**src/rtl/riscv_32m_issue_controller.sv**
```systemverilog
// Issue controller for the pipelined RV32M ALU.
// It latches the operands, stalls the core for the latency the ALU reports, and issues a single write-back pulse.
module riscv_32m_issue_controller #(
   parameter int unsigned MAX_STALL = 15
) (
   input  logic        clock_i,
   input  logic        resetn_i,
   input  logic        issue_i,
   input  logic [2:0]  func3_i,
   input  logic [4:0]  rd_i,
   input  logic [31:0] src1_i,
   input  logic [31:0] src2_i,
   input  logic        flush_i,
   output logic [31:0] alu_in0_o,
   output logic [31:0] alu_in1_o,
   output logic [2:0]  alu_func3_o,
   input  logic [3:0]  alu_stall_cycles_i,
   input  logic [31:0] alu_result_i,
   output logic        stall_o,
   output logic        busy_o,
   output logic        wb_valid_o,
   output logic [4:0]  wb_rd_o,
   output logic [31:0] wb_data_o
);

   typedef enum logic {
      IDLE = 1'b0,
      EXEC = 1'b1
   } state_t;

   localparam logic [3:0] MAX_CNT = 4'(MAX_STALL);

   state_t     state, state_nxt;
   logic [3:0] count, count_nxt;
   logic       entry, entry_nxt;
   logic [4:0] rd_q;
   logic [3:0] stall_clamped;
   logic [3:0] remaining;
   logic       accept;
   logic       capture;

   // The ALU latency is only valid once alu_func3_o is registered, so the
   // entry cycle works from the live report and later cycles from count.
   always_comb begin
      stall_clamped = (alu_stall_cycles_i > MAX_CNT) ? MAX_CNT : alu_stall_cycles_i;
      remaining     = entry ? stall_clamped : count;
      accept        = (state == IDLE) && issue_i && !flush_i;
      capture       = (state == EXEC) && !flush_i && (remaining == 4'd0);
   end

   // NOTE: every signal assigned in this block gets a default first, so no path leaves one unassigned and no latch is inferred.
   always_comb begin
      state_nxt = state;
      count_nxt = count;
      entry_nxt = 1'b0;
      unique case (state)
         IDLE: begin
            if (accept) begin
               state_nxt = EXEC;
               entry_nxt = 1'b1;
            end
         end
         EXEC: begin
            if (flush_i || remaining == 4'd0) begin
               state_nxt = IDLE;
               count_nxt = 4'd0;
            end else begin
               count_nxt = remaining - 4'd1;
            end
         end
         default: begin
            state_nxt = IDLE;
            count_nxt = 4'd0;
         end
      endcase
   end

   // NOTE: state registers use non-blocking assignments, so every flop samples the values from before the edge.
   always_ff @(posedge clock_i or negedge resetn_i) begin
      if (!resetn_i) begin
         state <= IDLE;
         count <= 4'd0;
         entry <= 1'b0;
      end else begin
         state <= state_nxt;
         count <= count_nxt;
         entry <= entry_nxt;
      end
   end

   // The operands load only on acceptance, so they stay frozen for the whole EXEC period.
   always_ff @(posedge clock_i or negedge resetn_i) begin
      if (!resetn_i) begin
         alu_in0_o   <= '0;
         alu_in1_o   <= '0;
         alu_func3_o <= '0;
         rd_q        <= '0;
      end else if (accept) begin
         alu_in0_o   <= src1_i;
         alu_in1_o   <= src2_i;
         alu_func3_o <= func3_i;
         rd_q        <= rd_i;
      end
   end

   always_ff @(posedge clock_i or negedge resetn_i) begin
      if (!resetn_i) begin
         wb_valid_o <= 1'b0;
         wb_rd_o    <= '0;
         wb_data_o  <= '0;
      end else begin
         wb_valid_o <= capture && (rd_q != 5'd0);
         if (capture) begin
            wb_rd_o   <= rd_q;
            wb_data_o <= alu_result_i;
         end
      end
   end

   assign stall_o = accept || (state == EXEC);
   assign busy_o  = (state == EXEC);

endmodule

```
**config.mk**
```make
export PLATFORM = sky130hd
export DESIGN_NAME = riscv_32m_issue_controller
export DESIGN_NICKNAME = d
export VERILOG_FILES = /design/src/rtl/riscv_32m_issue_controller.sv
export SDC_FILE = /design/constraint.sdc
export NUM_CORES = 1
export LEC_CHECK = 0
export BUFFER_PORTS_ARGS = -buffer_cell sky130_fd_sc_hd__buf_4
export CORE_MARGIN = 5
export CORE_UTILIZATION = 51
export CTS_BUF_LIST = sky130_fd_sc_hd__clkbuf_4 sky130_fd_sc_hd__clkbuf_8
export CTS_CLUSTER_DIAMETER = 30
export CTS_CLUSTER_SIZE = 16
export DETAILED_ROUTE_END_ITERATION = 12
export PLACE_DENSITY = 0.89
export RECOVER_POWER = 50
export SYNTH_ARGS = -nofsm -noshare
export SYNTH_HDL_FRONTEND = slang
export SYNTH_SLANG_ARGS = --single-unit
export TNS_END_PERCENT = 30
```
**constraint.sdc**
```tcl
create_clock -name clock_i -period 4.3 [get_ports clock_i]
set_input_delay 0.86 -clock clock_i [delete_from_list [all_inputs] [get_ports clock_i]]
set_output_delay 0.86 -clock clock_i [all_outputs]
set_load 0.1 [all_outputs]
```
==> results of run 1 <==
## flip-flops by register name (all words and copies together) (netlist names)
register,count
busy_o,1
wb_data_o,32
wb_valid_o,1
entry,1
alu_func3_o,3
wb_rd_o,5
alu_in0_o,32
alu_in1_o,32
rd_q,5
count,4
## cell usage after synthesis (2+ instances only)
cell type and number:
nor3_1 2, dfrtp_1 116, mux2_2 90, buf_6 3, inv_1 4, mux2i_1 3
mux2_4 19, buf_2 6, buf_4 5, o32ai_1 3, nand2_1 2
## final cells by class
cell class / count / area, µm² / share of cell area [%]
Sequential cell: 116 / 2900 / 44.6
Multi-Input combinational cell: 137 / 1540 / 23.6
Timing Repair Buffer: 222 / 1480 / 22.7
Clock buffer: 21 / 289 / 4.44
Clock inverter: 9 / 151 / 2.32
Tap cell: 108 / 135 / 2.07
Inverter: 4 / 15.0 / 0.231
## path summary, 6_finish.rpt
| kind | start | to | slack, ns | cells after the start |
|---|---|---|---|---|
| max in group asynchronous | resetn_i | wb_rd_o[4] | 1.66 | 2 |
| min | wb_rd_o[4] | wb_rd_o[4] | 0.50 | 1 |
| min reg2reg | wb_rd_o[4] | wb_rd_o[4] | 0.50 | 1 |
| min in group asynchronous | resetn_i | wb_data_o[18] | 0.91 | 1 |
| max reg2reg | busy_o | alu_func3_o[2] | 1.58 | 3 |
| max | flush_i | alu_func3_o[2] | 1.53 | 4 |
## per-stage QoR
| stage | std cells | hold slack, ns |
|---|---|---|
| after floorplan | 271 | 0.500 |
| after global placement | 587 | 0.491 |
| after detailed placement | 587 | 0.495 |
| after CTS | 617 | 0.509 |
| after global routing | 617 | 0.522 |
| final | 617 | 0.504 |
## routing by layer
metal | routed length [µm] | GRT usage [%]
met1 | 4430 | 24.6
met5 | 0 | 0
met2 | 5710 | 36.3
met3 | 1230 | 10.4
met4 | 284 | 8.23
## logic make-up after synthesis
| group | after synthesis | synth area share [%] |
|---|---|---|
| flip-flops | 116 | 63.8 |
| multiplexers | 112 | 29.2 |
| buffers and inverters | 18 | 2.56 |
| AND/OR/NAND/NOR | 13 | 2.09 |
| AO/OA/AOI/OAI | 10 | 1.90 |
| XOR/XNOR | 1 | 0.193 |
| adder cells (fa/ha/maj) | 1 | 0.275 |
==> results.json, run 1 <==
{
  "status": "finished with violations",
  "violations": "capacitance limit, slew limit",
  "synthCells": 271,
  "required_ns": 4.57,
  "worst_slew_pin_slew_ns": 1.80,
  "synth_largest_area_cell": "dfrtp_1",
  "path_class": "input pin to flip-flop",
  "slew_viol_final": 148,
  "hpwl_mm": 8.71,
  "cts_sinks": 116,
  "stdcell_area_mm2": 0.00651,
  "syn2layout_area_growth_pct": 43.1,
  "ios": 219,
  "hp-class": "flip-flop to flip-flop",
  "numCtsBuffers": 17,
  "clk_path_buf_depth": 2,
  "htree_levels": 4,
  "drt-pass1-iter-count": 4,
  "fin_nets": 611,
  "gr-total-overflow": 0,
  "synth_area_per_cell_um2": 16.8,
  "hold_violations": 0,
  "cpPeakStageDelay_ns": 1.32,
  "cts_hold_buffers": 0,
  "insertion_delay_ns": 0.40,
  "gp_congestion": 0.759,
  "die_h_um": 104,
  "max_freq_mhz": 361,
  "finalSetupViolCount": 0,
  "fillCellCount": 578,
  "ys_top_cells_by_area": "dfrtp_1 (64%), mux2_2 (22%), mux2_4 (6.3%)",
  "period_minus_slack_ns": 2.77,
  "ys_types": 29,
  "vias_per_cell": 5.21,
  "grt.total_usage_pct": 22.0,
  "post-cts-setup-buffer-count": 0,
  "post-route-drc-count": 0,
  "yosys_warnings": 0,
  "syn-num-nets": 384,
  "end_kind": "flip-flop",
  "start_util_pct": 52.2,
  "cts_resized": 0,
  "skew_ns": 0.0136,
  "place_area_mm2": 0.00627,
  "ant_nets": 0,
  "tritoncts": "built",
  "mostFrequentLayoutCell": "buf_4",
  "drive_gt1_share_pct": 62.3,
  "rsz0062_at_grt": "no",
  "critPathTopFamily": "buffers and inverters",
  "die_area_mm2": 0.0109,
  "synth-edff-count": 0,
  "grt_pass1_wl_mm": 19.1,
  "timing.critical_path.buf_inv": 2,
  "slew_headroom_pct": -20.3,
  "postSynth.asyncResetShare_pct": 100,
  "antenna_cells": 0,
  "clkTransAtPathRegs_ns": 0.07,
  "ys_seq_elements": 116,
  "crit_path_top_delay_cell": "clkbuf_2",
  "core_area_mm2": 0.00872,
  "synth_top_area_share_pct": 63.8,
  "postRouteWirelength_mm": 11.7,
  "io_buffers": 218,
  "crit_arrival_ns": 3.04,
  "vias": 3213,
  "synth_flop_cell": "dfrtp_1",
  "cap_viol_max_count": 2,
  "setup_tns_ns": 0,
  "setup_ws_ns": 1.53,
  "grt_pass1_vias": 3603,
  "cp_cell_sequence": "buf_4 > nor3b_1 > clkbuf_2 > mux2_2",
  "wl_per_cell_um": 18.9,
  "die_width_um": 104,
  "cts_root_buf": "clkbuf_8",
  "antenna_found_initial": 0,
  "syn_area_mm2": 0.00455,
  "cp-start-kind": "input pin",
  "layout_common_cells": "buf_4 (172), dfrtp_1 (116), mux2_2 (90), clkbuf_1 (48), clkbuf_8 (21)",
  "dr.first_iter.drc_count": 89,
  "grt_max_degree": 75,
  "yosysSeqAreaShare_pct": 63.8,
  "place_ws_ns": 1.58,
  "cp_max_fo": 74,
  "post-route-util_pct": 74.7,
  "row_count": 34,
  "period_share_pct": 64.4
}
Power of run 1 is not shown: default switching activity piles up to over one toggle a cycle in this logic, so the estimate is an artifact.
==> run 2, diff against run 1 <==
--- a/config.mk
+++ b/config.mk
@@ -5,14 +5,15 @@
 export SDC_FILE = /design/constraint.sdc
 export NUM_CORES = 1
 export LEC_CHECK = 0
+export ABC_AREA = 1
 export BUFFER_PORTS_ARGS = -buffer_cell sky130_fd_sc_hd__buf_4
 export CORE_MARGIN = 5
-export CORE_UTILIZATION = 51
+export CORE_UTILIZATION = 43
 export CTS_BUF_LIST = sky130_fd_sc_hd__clkbuf_4 sky130_fd_sc_hd__clkbuf_8
 export CTS_CLUSTER_DIAMETER = 30
 export CTS_CLUSTER_SIZE = 16
 export DETAILED_ROUTE_END_ITERATION = 12
-export PLACE_DENSITY = 0.89
+export PLACE_DENSITY = 0.8
 export RECOVER_POWER = 50
 export SYNTH_ARGS = -nofsm -noshare
 export SYNTH_HDL_FRONTEND = slang
==> constraint.sdc (replaced) <==
create_clock -name clock_i -period 2.3 [get_ports clock_i]
set_input_delay 0.46 -clock clock_i [delete_from_list [all_inputs] [get_ports clock_i]]
set_output_delay 0.46 -clock clock_i [all_outputs]
set_load 0.1 [all_outputs]
==> run 2 against run 1 <==
Effect of this change:
- critical endpoint is now stall_o
- design area increased by 3.2%
- the run now ends clean
- die area is 19% higher
- clock skew is 0.0017 ns lower
- largest cell class unchanged
- critical path depth grew 2
- wire length increased by 4.1%
- sequential share of layout area shrank 1.4 points
- global-route usage down 2.7 points
- first-iteration DRC count grew to 3.2 times the previous value
==> results.json, run 2 <==
{
  "status": "finished, final reports clean",
  "ios": 219,
  "hp-class": "input pin to async pin",
  "grt_use_met2_pct": 30.8,
  "cts_hold_buffers": 0,
  "rsz0062_at_grt": "no",
  "required_ns": 1.84,
  "ant_nets": 0,
  "row_count": 38,
  "grt_max_degree": 79,
  "gp_congestion": 0.928,
  "cpMostUsedCell": "inv_2",
  "htree_levels": 4,
  "syn2layout_area_growth_pct": 44.4,
  "ys_seq_elements": 116,
  "dr.first_iter.drc_count": 286,
  "cts_root_buf": "clkbuf_8",
  "multi_input_area_mm2": 0.00152,
  "period_share_pct": 86.8,
  "vias": 4114,
  "cpPeakStageDelay_ns": 0.44,
  "grt.total_usage_pct": 19.3,
  "synth-edff-count": 0,
  "cp_cell_sequence": "inv_2 > nand2_1 > nor2_4 > inv_2 > nand2_2 > buf_4",
  "post-route-util_pct": 62.5,
  "postSynth.asyncResetShare_pct": 100,
  "drive_gt1_share_pct": 36.4,
  "worst_slew_pin_slew_ns": 0.990,
  "grt-busiest-layer": "met2",
  "post-route-drc-count": 0,
  "slew_headroom_pct": 34.0,
  "max_freq_mhz": 501,
  "fillCellCount": 939,
  "seq_area_mm2": 0.00290,
  "yosysMostFrequentCell": "nand2_1",
  "syn-num-nets": 632,
  "use_met1_pct": 24.1,
  "setup_tns_ns": 0,
  "synth_largest_area_cell": "dfrtp_1",
  "start_util_pct": 43.3,
  "crit_path_top_delay_cell": "dfrtp_2",
  "io_buffers": 218,
  "synth_common_cells": "nand2_1 (298), dfrtp_1 (116), nand3_1 (35)",
  "slew_viol_final": 0,
  "grt_use_met3_pct": 7.00,
  "path_class": "flip-flop to output port",
  "wl_per_cell_um": 13.6,
  "synth_flop_cell": "dfrtp_1",
  "yosysSeqAreaShare_pct": 62.4,
  "end_kind": "output port",
  "mostFrequentLayoutCell": "nand2_1",
  "post-cts-setup-buffer-count": 0,
  "die_h_um": 114,
  "antenna_cells": 0,
  "skew_ns": 0.0119,
  "grt_pass1_vias": 4208,
  "die_width_um": 114,
  "period_minus_slack_ns": 2.00,
  "cp-start-kind": "flip-flop",
  "cp_max_fo": 5,
  "clkTransAtPathRegs_ns": 0.06,
  "cts_sinks": 116,
  "ys_types": 25,
  "postRouteWirelength_mm": 12.1,
  "gr-total-overflow": 0,
  "synthCells": 519,
  "crit_arrival_ns": 1.54,
  "tritoncts": "built",
  "cts_resized": 0,
  "ys_top_cells_by_area": "dfrtp_1 (62%), nand2_1 (24%), nand3_1 (3.8%)",
  "insertion_delay_ns": 0.41,
  "hold_violations": 0,
  "numCtsBuffers": 17,
  "cap_viol_max_count": 0,
  "reg.largest.list": "alu_in0_o: 32 flops, alu_in1_o: 32 flops, wb_data_o: 32 flops",
  "die_area_mm2": 0.0130,
  "yosys_warnings": 0,
  "clk_path_buf_depth": 2,
  "antenna_found_initial": 0,
  "grt_pass1_wl_mm": 20.0,
  "layout_common_cells": "nand2_1 (297), buf_4 (168), dfrtp_1 (115), clkbuf_2 (54), nand3_1 (35)",
  "fin_nets": 850,
  "syn_area_mm2": 0.00465,
  "core_area_mm2": 0.0107,
  "finalSetupViolCount": 0,
  "synth_area_per_cell_um2": 8.97,
  "vias_per_cell": 4.62,
  "hpwl_mm": 8.90,
  "synth_top_area_share_pct": 62.4,
  "drt-pass1-iter-count": 4
}
run 2: changes by cell type in the layout (fill, tap and decap cells not counted), sizes merged, moves of 4 or more:
cell | previous run | this run
nand2 | 2 | 300
nand3 | 0 | 36
nor2 | 1 | 5
o21ai | 0 | 14
clkbuf | 71 | 79
mux2 | 109 | 0
inv | 4 | 17
run 2: kinds of logic (layout without fill, tap and decap cells):
| family | count (synthesis) | in the layout | share of synthesized area (%) |
|---|---|---|---|
| AO/OA/AOI/OAI | 16 | 16 | 2.47 |
| XOR/XNOR | 1 | 1 | 0.188 |
| adder cells (fa/ha/maj) | 1 | 1 | 0.269 |
| buffers and inverters | 43 | 274 | 5.05 |
| flip-flops | 116 | 116 | 62.4 |
| AND/OR/NAND/NOR | 342 | 342 | 29.7 |
run 2: critical path, delay by kind of cell, from the launching register on:
kind / cells / cell delay [ns]
buffers and inverters: 3 / 0.45
AND/OR/NAND/NOR: 3 / 0.24
flip-flops: 1 / 0.44
run 2: worst paths after layout:
| path | startpoint | to | slack [ns] | depth (start not counted) |
|---|---|---|---|---|
| min in group clock_i | src1_i[7] | alu_in0_o[7] | 0.24 | 3 |
| hold reg to reg | alu_in1_o[27] | alu_in1_o[27] | 0.47 | 2 |
| setup reg to reg | entry | wb_rd_o[0] | 0.36 | 9 |
| max in group asynchronous | resetn_i | alu_in0_o[8] | 0.89 | 2 |
| hold / removal | resetn_i | wb_data_o[19] | 0.21 | 1 |
| setup / recovery | busy_o | stall_o | 0.30 | 6 |
run 2: stage by stage:
| step | hold slack [ns] | cells | worst slack [ns] | instance area (µm²) |
|---|---|---|---|---|
| 2_1_floorplan | 0.164 | 519 | 0.228 | 4660 |
| 3_3_place_gp | 0.455 | 858 | 0.446 | 6370 |
| 3_5_place_dp | 0.459 | 858 | 0.383 | 6370 |
| 4_1_cts | 0.00961 | 890 | 0.265 | 6860 |
| 5_1_grt | 0.207 | 890 | 0.182 | 6720 |
| 6_report | 0.209 | 890 | 0.303 | 6720 |
run 2: area by class of cell:
cell class / instances / area share, %
well taps: 140 / 2.61
inverters: 17 / 0.987
repair buffers: 225 / 23.2
multi-input cells: 360 / 22.6
clock inverters: 9 / 2.94
flip-flops and latches: 116 / 43.2
clock buffers: 23 / 4.43
run 2: routing by layer:
layer / share of wire [%] / vias up
met5: 0 / -
met4: 1.3 / 0
met3: 9.4 / 15
met2: 48 / 174
met1: 41 / 1897
li1: - / 2028
Power of run 2 is left out for the same reason.
==> run 3, diff against run 2 <==
--- a/config.mk
+++ b/config.mk
@@ -13,7 +13,7 @@
 export CTS_CLUSTER_DIAMETER = 30
 export CTS_CLUSTER_SIZE = 16
 export DETAILED_ROUTE_END_ITERATION = 12
-export PLACE_DENSITY = 0.8
+export PLACE_DENSITY_LB_ADDON = 0.08
 export RECOVER_POWER = 50
 export SYNTH_ARGS = -nofsm -noshare
 export SYNTH_HDL_FRONTEND = slang
==> run 3 against run 2 <==
Effect of this change:
- sequential share of layout area increased by 0.35 points
- first-iteration DRC count fell by 15%
- fmax down 5.9%
- wire length is 0.44% lower
- hold slack better by 0.022 ns
- critical path depth increased by 3
- non-clock buffer count rose by 1
- clock-buffer cell count is 2 lower
- via count is 0.24% lower
- critical endpoint is now wb_rd_o[2]
==> results.json, run 3 (synthesis gave the netlist of run 2 again) <==
{
  "grt.total_usage_pct": 19.0,
  "hp-class": "input pin to flip-flop",
  "cts_resized": 0,
  "antenna_found_initial": 0,
  "cts_root_buf": "clkbuf_8",
  "clk_path_buf_depth": 2,
  "vias_per_cell": 4.61,
  "insertion_delay_ns": 0.42,
  "max_freq_mhz": 471,
  "path_class": "flip-flop to flip-flop",
  "wl_per_cell_um": 13.6,
  "grt_max_degree": 69,
  "dr.first_iter.drc_count": 242,
  "cts_sinks": 116,
  "fillCellCount": 1019,
  "reg.largest.list": "alu_in0_o: 32 flops, alu_in1_o: 32 flops, wb_data_o: 32 flops",
  "drive_gt1_share_pct": 36.4,
  "setup_tns_ns": 0,
  "drt-pass1-iter-count": 4,
  "period_share_pct": 92.2,
  "endpoint": "wb_rd_o[2]",
  "hpwl_mm": 8.84,
  "mostFrequentLayoutCell": "nand2_1",
  "die_area_mm2": 0.0130,
  "io_buffers": 218,
  "crit_arrival_ns": 2.42,
  "tritoncts": "built",
  "r2r-start": "entry",
  "slew_headroom_pct": 22.0,
  "seq_area_mm2": 0.00290,
  "cap_viol_max_count": 0,
  "grt_pass1_wl_mm": 19.7,
  "layout_common_cells": "nand2_1 (297), buf_4 (176), dfrtp_1 (115), clkbuf_2 (47), nand3_1 (35)",
  "gr-total-overflow": 0,
  "multi_input_area_mm2": 0.00152,
  "holdWs_ns": 0.231,
  "hold_path_depth": 3,
  "start_util_pct": 43.3,
  "required_ns": 2.60,
  "core_area_mm2": 0.0107,
  "gp_congestion": 0.900,
  "clkTransAtPathRegs_ns": 0.07,
  "place_ws_ns": 0.203,
  "postRouteWirelength_mm": 12.1,
  "reg2reg_to": "wb_rd_o[2]",
  "post-route-drc-count": 0,
  "slew_viol_final": 0,
  "skew_ns": 0.00979,
  "worst_slew_pin_slew_ns": 1.17,
  "setup_ws_ns": 0.179,
  "antenna_cells": 0,
  "crit_path_start": "entry",
  "hold_violations": 0,
  "rr_worst_depth": 9,
  "period_minus_slack_ns": 2.12,
  "end_kind": "flip-flop",
  "vias": 4104,
  "ant_nets": 0,
  "fin_nets": 851,
  "row_count": 38,
  "die_width_um": 114,
  "syn2layout_area_growth_pct": 43.2,
  "cp-start-kind": "flip-flop",
  "cp_max_fo": 43,
  "status": "finished, final reports clean",
  "die_h_um": 114,
  "grt_pass1_vias": 4146,
  "post-route-util_pct": 62.0,
  "rsz0062_at_grt": "no",
  "ios": 219,
  "rrSetupSlack_ns": 0.18,
  "htree_levels": 4,
  "numCtsBuffers": 17,
  "finalSetupViolCount": 0
}
run 3: cell types whose count changed in the layout (fill, tap and decap cells not counted), moves of 3 or more:
cell / previous run / this run
buf_4: 168 / 176
bufinv_16: 6 / 2
clkinvlp_4: 1 / 4
clkbuf_2: 54 / 47
run 3: what timing repair did:
action | in CTS | in global routing
setup buffers | 0 | 0
endpoints found under the hold margin | 27 | 0
hold buffers | 1 | 0
run 3: layout make-up:
cell class	count	share of cell area (%)
Clock buffer	21	4.24
Clock inverter	11	1.90
Inverter	17	0.995
Multi-Input combinational cell	360	22.8
Sequential cell	116	43.6
Tap cell	140	2.63
Timing Repair Buffer	226	23.9
run 3: per-layer routing:
layer | up-vias | global-route usage, % | part of all wire, % | wire length [µm]
met5 | - | 0 | 0 | 0
met4 | 0 | 7.92 | 2.2 | 263
met3 | 24 | 7.48 | 11 | 1270
met2 | 162 | 30.1 | 48 | 5740
met1 | 1884 | 23.2 | 40 | 4800
li1 | 2034 | - | - | -
run 3: worst min-delay path by stage:
stage,to,start
CTS,alu_func3_o[2],func3_i[2]
global route,alu_func3_o[2],func3_i[2]
floorplan,alu_func3_o[0],resetn_i
finish,alu_func3_o[2],func3_i[2]
global placement,wb_data_o[6],resetn_i
detailed placement,wb_data_o[6],resetn_i
run 3: per-stage QoR:
stage / instances / area [µm²]
floorplan: 519 / 4660
global placement: 858 / 6370
detailed placement: 858 / 6370
CTS: 891 / 6790
global route: 891 / 6670
finish: 891 / 6670
run 3: critical path: stages (launching register included):
cell,delay (ns)
dfrtp_1,0.52
inv_4,0.14
nand2_1,0.08
nand2_1,0.13
ha_1,0.26
nand3_4,0.12
nor2_8,0.21
nand2_4,0.31
nand2_1,0.17
o21ai_2,0.06
Power of run 3 is left out for the same reason.
